### src/rtl/debug_dump_sequencer_pkg.sv
// Shared select codes, EoD payload and sequencer state encoding for the debug dump path.
// Also used by the MicroBlaze interface and the MIPS debug read mux.
package debug_dump_sequencer_pkg;

  localparam logic [5:0] SEL_PC         = 6'b100010;
  localparam logic [5:0] SEL_MEM_DATA   = 6'b100000;
  localparam logic [5:0] SEL_MEM_INSTR  = 6'b100001;
  localparam logic [5:0] SEL_FETCH_DATA = 6'b100100;
  localparam logic [5:0] SEL_FETCH_CTRL = 6'b100101;
  localparam logic [5:0] SEL_DECO_DATA  = 6'b100110;
  localparam logic [5:0] SEL_DECO_CTRL  = 6'b100111;
  localparam logic [5:0] SEL_EXEC_DATA  = 6'b101000;
  localparam logic [5:0] SEL_EXEC_CTRL  = 6'b101001;
  localparam logic [5:0] SEL_MEM_LDATA  = 6'b101010;
  localparam logic [5:0] SEL_MEM_LCTRL  = 6'b101011;
  localparam logic [5:0] SEL_IDLE       = 6'b111111;

  localparam logic [31:0] EOD_PATTERN = 32'hFFFF_FFFF;

  typedef enum logic [2:0] {
    ST_IDLE,
    ST_SETUP,
    ST_CAPTURE,
    ST_PRESENT,
    ST_SEND_EOD
  } dump_state_t;

endpackage

### src/rtl/debug_dump_sequencer_len_lut.sv
// Maps a group select code to {accepted, last word index} of the group.
module debug_group_len_lut
  import debug_dump_sequencer_pkg::*;
#(
  parameter int unsigned NB_SELECT   = 6,
  parameter int unsigned NB_WORD_IDX = 4,
  parameter int unsigned STRIP_WORDS = 16
) (
  input  logic [NB_SELECT-1:0]   i_select,
  output logic                   o_valid,
  output logic [NB_WORD_IDX-1:0] o_last_idx
);

  always_comb begin
    o_valid    = 1'b1;
    o_last_idx = NB_WORD_IDX'(STRIP_WORDS - 1);
    if (i_select == NB_SELECT'(SEL_IDLE)) begin
      o_valid    = 1'b0;
      o_last_idx = '0;
    end else if (!i_select[NB_SELECT-1] || i_select == NB_SELECT'(SEL_PC)) begin
      o_last_idx = '0;
    end
  end

endmodule

### src/rtl/debug_dump_sequencer.sv
// Streams one debug group from the MIPS debug mux to the MicroBlaze, word by word,
// closing every transfer with an EoD frame.
module debug_dump_sequencer
  import debug_dump_sequencer_pkg::*;
#(
  parameter int unsigned NB_CONTROL_FRAME = 32,
  parameter int unsigned NB_SELECT        = 6,
  parameter int unsigned NB_WORD_IDX      = 4,
  parameter int unsigned STRIP_WORDS      = 16
) (
  input  logic                        i_clock,
  input  logic                        i_reset,
  input  logic                        i_req_valid,
  input  logic [NB_SELECT-1:0]        i_req_select,
  output logic                        o_req_ready,
  output logic [NB_SELECT-1:0]        o_mips_select,
  output logic [NB_WORD_IDX-1:0]      o_word_idx,
  input  logic [NB_CONTROL_FRAME-1:0] i_mips_data,
  output logic [NB_CONTROL_FRAME-1:0] o_frame,
  output logic                        o_frame_valid,
  input  logic                        i_frame_ack,
  output logic                        o_eod,
  output logic                        o_busy
);

  dump_state_t                 state_q, state_d;
  logic [NB_SELECT-1:0]        sel_q, sel_d;
  logic [NB_WORD_IDX-1:0]      last_q, last_d;
  logic [NB_WORD_IDX-1:0]      idx_q, idx_d;
  logic [NB_CONTROL_FRAME-1:0] frame_q, frame_d;
  logic                        valid_q, valid_d;
  logic                        eod_q, eod_d;
  logic                        ready_q, ready_d;

  logic                        lut_valid;
  logic [NB_WORD_IDX-1:0]      lut_last;

  debug_group_len_lut #(
    .NB_SELECT   (NB_SELECT),
    .NB_WORD_IDX (NB_WORD_IDX),
    .STRIP_WORDS (STRIP_WORDS)
  ) u_len_lut (
    .i_select   (i_req_select),
    .o_valid    (lut_valid),
    .o_last_idx (lut_last)
  );

  always_ff @(posedge i_clock) begin
    if (i_reset) begin
      state_q <= ST_IDLE;
      sel_q   <= NB_SELECT'(SEL_IDLE);
      last_q  <= '0;
      idx_q   <= '0;
      frame_q <= '0;
      valid_q <= 1'b0;
      eod_q   <= 1'b0;
      ready_q <= 1'b1;
    end else begin
      state_q <= state_d;
      sel_q   <= sel_d;
      last_q  <= last_d;
      idx_q   <= idx_d;
      frame_q <= frame_d;
      valid_q <= valid_d;
      eod_q   <= eod_d;
      ready_q <= ready_d;
    end
  end

  always_comb begin
    state_d = state_q;
    unique case (state_q)
      ST_IDLE:     if (i_req_valid) state_d = lut_valid ? ST_SETUP : ST_SEND_EOD;
      ST_SETUP:    state_d = ST_CAPTURE;
      ST_CAPTURE:  state_d = ST_PRESENT;
      ST_PRESENT:  if (i_frame_ack) state_d = (idx_q == last_q) ? ST_SEND_EOD : ST_SETUP;
      ST_SEND_EOD: if (valid_q && i_frame_ack) state_d = ST_IDLE;
      default:     state_d = ST_IDLE;
    endcase
  end

  // EoD is raised one cycle after entering SEND_EOD so valid drops between the
  // last data word and the marker, keeping o_frame stable for every valid frame.
  always_comb begin
    sel_d   = sel_q;
    last_d  = last_q;
    idx_d   = idx_q;
    frame_d = frame_q;
    valid_d = valid_q;
    eod_d   = eod_q;
    ready_d = ready_q;
    unique case (state_q)
      ST_IDLE: begin
        if (i_req_valid) begin
          sel_d   = i_req_select;
          last_d  = lut_last;
          idx_d   = '0;
          ready_d = 1'b0;
        end
      end
      ST_CAPTURE: begin
        frame_d = i_mips_data;
        valid_d = 1'b1;
      end
      ST_PRESENT: begin
        if (i_frame_ack) begin
          valid_d = 1'b0;
          if (idx_q != last_q) idx_d = idx_q + NB_WORD_IDX'(1);
        end
      end
      ST_SEND_EOD: begin
        if (!valid_q) begin
          frame_d = NB_CONTROL_FRAME'(EOD_PATTERN);
          eod_d   = 1'b1;
          valid_d = 1'b1;
        end else if (i_frame_ack) begin
          frame_d = '0;
          eod_d   = 1'b0;
          valid_d = 1'b0;
          sel_d   = NB_SELECT'(SEL_IDLE);
          idx_d   = '0;
          ready_d = 1'b1;
        end
      end
      default: ;
    endcase
  end

  assign o_req_ready   = ready_q;
  assign o_busy        = ~ready_q;
  assign o_mips_select = sel_q;
  assign o_word_idx    = idx_q;
  assign o_frame       = frame_q;
  assign o_frame_valid = valid_q;
  assign o_eod         = eod_q;

endmodule

### config.mk
export PLATFORM = sky130hd
export DESIGN_NAME = debug_dump_sequencer
export DESIGN_NICKNAME = d
export VERILOG_FILES = /design/src/rtl/debug_dump_sequencer_pkg.sv /design/src/rtl/debug_dump_sequencer_len_lut.sv /design/src/rtl/debug_dump_sequencer.sv
export SDC_FILE = /design/constraint.sdc
export NUM_CORES = 1
export LEC_CHECK = 0
export ABC_AREA = 1
export CAP_MARGIN = 10
export CORE_MARGIN = 1.5
export CORE_UTILIZATION = 35
export DETAILED_ROUTE_END_ITERATION = 8
export MAX_ROUTING_LAYER = met4
export PLACE_DENSITY = 0.73
export SYNTH_ARGS = -nofsm -noshare
export SYNTH_HDL_FRONTEND = slang
export SYNTH_SLANG_ARGS = --single-unit
### constraint.sdc
create_clock -name i_clock -period 3.1 [get_ports i_clock]
set_input_delay 0.465 -clock i_clock [delete_from_list [all_inputs] [get_ports i_clock]]
set_output_delay 0.465 -clock i_clock [all_outputs]
set_load 0.005 [all_outputs]
==> reports/metrics.yaml <==
synth_edf_count: 0
synth_cells: 325
cts.sinks: 49
switching_share_pct: 36.7
avgRoutedWirePerCell_um: 12.0
fmax_mhz: 524
grt_usage_pct: 17.9
synthFlopType: "dfxtp_1"
critPathArrivalTime_ns: 2.09
hold_ws_ns: 0.463
cts_tree: "done"
outcome: "finished clean"
drc: 0
critPathMostFrequentCell: "nand2_1"
combPwrFrac_pct: 47.7
yosys_warnings: 0
vias: 2314
yosysTopAreaCellShare_pct: 43.8
floorplan.initialDensity_pct: 37.0
design_area_mm2: 0.00323
cts_htree_levels: 2
rows: 28
synth_top_cell_by_area: "dfxtp_1"
clockPowerShare_pct: 14.3
synth_area_leaders: "dfxtp_1 44%, nand2_1 16%, nor2_1 9.4%"
antenna_found_initial: 0
diodes: 0
maxSlewHeadroom_pct: 30.1
grt_pass1_vias: 2225
cts-root-buf: "clkbuf_8"
grt_setup_unrepaired: "no"
insertion_delay_ns: 0.30
hold_buffers: 0
postCtsSetupBuffers: 0
worstHoldPathCells: 2
worstMarginPinSlew_ns: 1.05
firstDrtPassIters: 4
place_congestion: 0.823
slew_violations: 0
grt-ovfl-total: 0
ir_drop_mv: 0.372
layout-drive-gt1-share_pct: 4.67
clockBufferDepth: 2
leakagePower_nw: 1.42
slowest_stage: "nand2_1"
viasPerCell: 4.80
cp.depth: 6
internal_power_mw: 1.68
yosysMostFrequentCell: "nand2_1"
hp-class: "flop to flop"
required_ns: 3.29
clk_pin_slew_worst_paths_ns: 0.09
syn-num-nets: 368
critical_path_buf_inv_count: 0
hpwlAfterDp_um: 4050
die_area_mm2: 0.00689
ys_ff_latch: 49
synthesis.area_mm2: 0.00224
first_iter_violations: 144
min_period_over_period_pct: 61.6
fin_nets: 449
grt_max_degree: 36
cp-end-kind: "flop"
critPathTopFamily: "simple AND/OR/NAND/NOR gates"
dpl_cell_area_mm2: 0.00314
period_needed_ns: 1.91
p_switching_mw: 0.978
cts_resized: 0
io_pins: 88
cap_violations: 0
core_area_mm2: 0.00606
final-hold-violation-count: 0
max_stage_delay_ns: 0.68
totalWireLength_um: 5770
setup_violations: 0
antenna_left: 0
async_flop_share_pct: 0
synth_area_per_cell_um2: 6.89
reg2reg_depth: 6
port_buffers: 87
cts_inserted_buffers: 5
die_x_um: 83.0
skew_ns: 0.00737
grt_pass1_wl_um: 9890
cp_cell_sequence: "nor2_1, nand2_1, nand2_1, nand2_1, o21ai_0, a21oi_1"
syn2layout_area_growth_pct: 44.3
die_h_um: 83.0
synth.distinct_cells: 26
start_kind: "flop"
cp_max_fo: 32
critPathKind: "flop to flop"
ys_seq_area_share_pct: 43.8
power_density_mw_per_mm2: 823
fin_tns_setup_ns: 0
seqPwrFrac_pct: 38.0
synth_commonest_cells: "93 x nand2_1, 56 x nor2_1, 49 x dfxtp_1"
==> layout make-up <==
| type | instances | area [um2] |
|---|---|---|
| Clock inverter | 3 | 21.3 |
| Clock buffer | 5 | 68.8 |
| Multi-Input combinational cell | 245 | 1120 |
| Fill cell | 609 | 2830 |
| Sequential cell | 49 | 981 |
| Inverter | 17 | 68.8 |
| Tap cell | 75 | 93.8 |
| Timing Repair Buffer | 88 | 878 |
==> logic make-up (layout without fill, tap and decap cells) <==
group                      after synthesis  after routing  share of synthesized area, %
DFF                                     49             49                          43.8
buffers and inverters                   31            113                          6.20
and+or+nand+nor                        182            182                          34.7
AOI/OAI and AO/OA                       61             61                          14.3
xor gates and xnor gates                 1              1                         0.391
adders and majority gates                1              1                         0.559
==> worst register-to-register path, stage by stage (launching register included) <==
cell and delay (ns):
dfxtp_1 0.34, nor2_1 0.27, nand2_1 0.68, nand2_1 0.27
nand2_1 0.07, o21ai_0 0.08, a21oi_1 0.08
==> metal layers <==
metal	vias to the layer above	wire, um	global-route usage (%)
li1	1207	-	-
met1	1023	2660	21.2
met2	79	2570	29.0
met3	5	503	5.67
met4	0	41	5.30
met5	-	0	-
==> final timing paths <==
| kind | start | to | slack, ns |
|---|---|---|---|
| hold / removal | o_mips_select[1]$_SDFFE_PP1P_ | o_mips_select[1]$_SDFFE_PP1P_ | 0.46 |
| setup / recovery | state_q[0]$_SDFFE_PP0P_ | o_frame[14]$_SDFFE_PP0P_ | 1.19 |
| setup reg to reg | state_q[0]$_SDFFE_PP0P_ | o_frame[14]$_SDFFE_PP0P_ | 1.19 |
| hold reg to reg | o_mips_select[1]$_SDFFE_PP1P_ | o_mips_select[1]$_SDFFE_PP1P_ | 0.46 |
==> sequential cells by signal (all words and copies together) (netlist names) <==
| signal | flops |
|---|---|
| last_q | 1 |
| o_eod | 1 |
| o_frame | 32 |
| o_frame_valid | 1 |
| o_mips_select | 6 |
| o_req_ready | 1 |
| o_word_idx | 4 |
| state_q | 3 |
==> power by group through the flow <==
stage / clock (mW) / combinational, mW / sequential, mW
6_report: 0.380 / 1.27 / 1.01
5_1_grt: 0.420 / 1.43 / 1.04
4_1_cts: 0.395 / 1.28 / 1.01
3_5_place_dp: 0 / 1.27 / 1.02
3_3_place_gp: 0 / 1.26 / 1.02
2_1_floorplan: 0 / 0.653 / 1.03
==> cells in the final DEF, fill, tap and decap left out <==
cell,n
o211ai_1,1
a21oi_1,16
xnor2_1,1
o21ai_0,26
o21ai_1,10
or2_2,1
nor2_1,56
nor2_8,1
a21boi_0,1
clkinv_2,1
clkbuf_8,5
inv_6,1
a211oi_1,1
clkdlybuf4s50_1,87
buf_4,1
inv_4,2
nand2_1,93
dfxtp_1,49
nand3_1,24
nor2_2,1
inv_1,14
ha_1,1
inv_2,1
nand2_4,3
nand2_8,1
clkinvlp_4,1
nand4_1,2
a31oi_1,6
==> metrics by stage <==
stage / cells / setup slack [ns] / power [mW] / util (%)
3_5_place_dp: 474 / 0.996 / 2.29 / 51.8
2_1_floorplan: 325 / 1.73 / 1.68 / -
5_1_grt: 482 / 0.932 / 2.89 / 53.3
4_1_cts: 482 / 1.14 / 2.69 / 53.3
6_report: 482 / 1.19 / 2.66 / 53.3
3_3_place_gp: 474 / 1.04 / 2.28 / 51.8
Power figures use the tool's default switching activity.
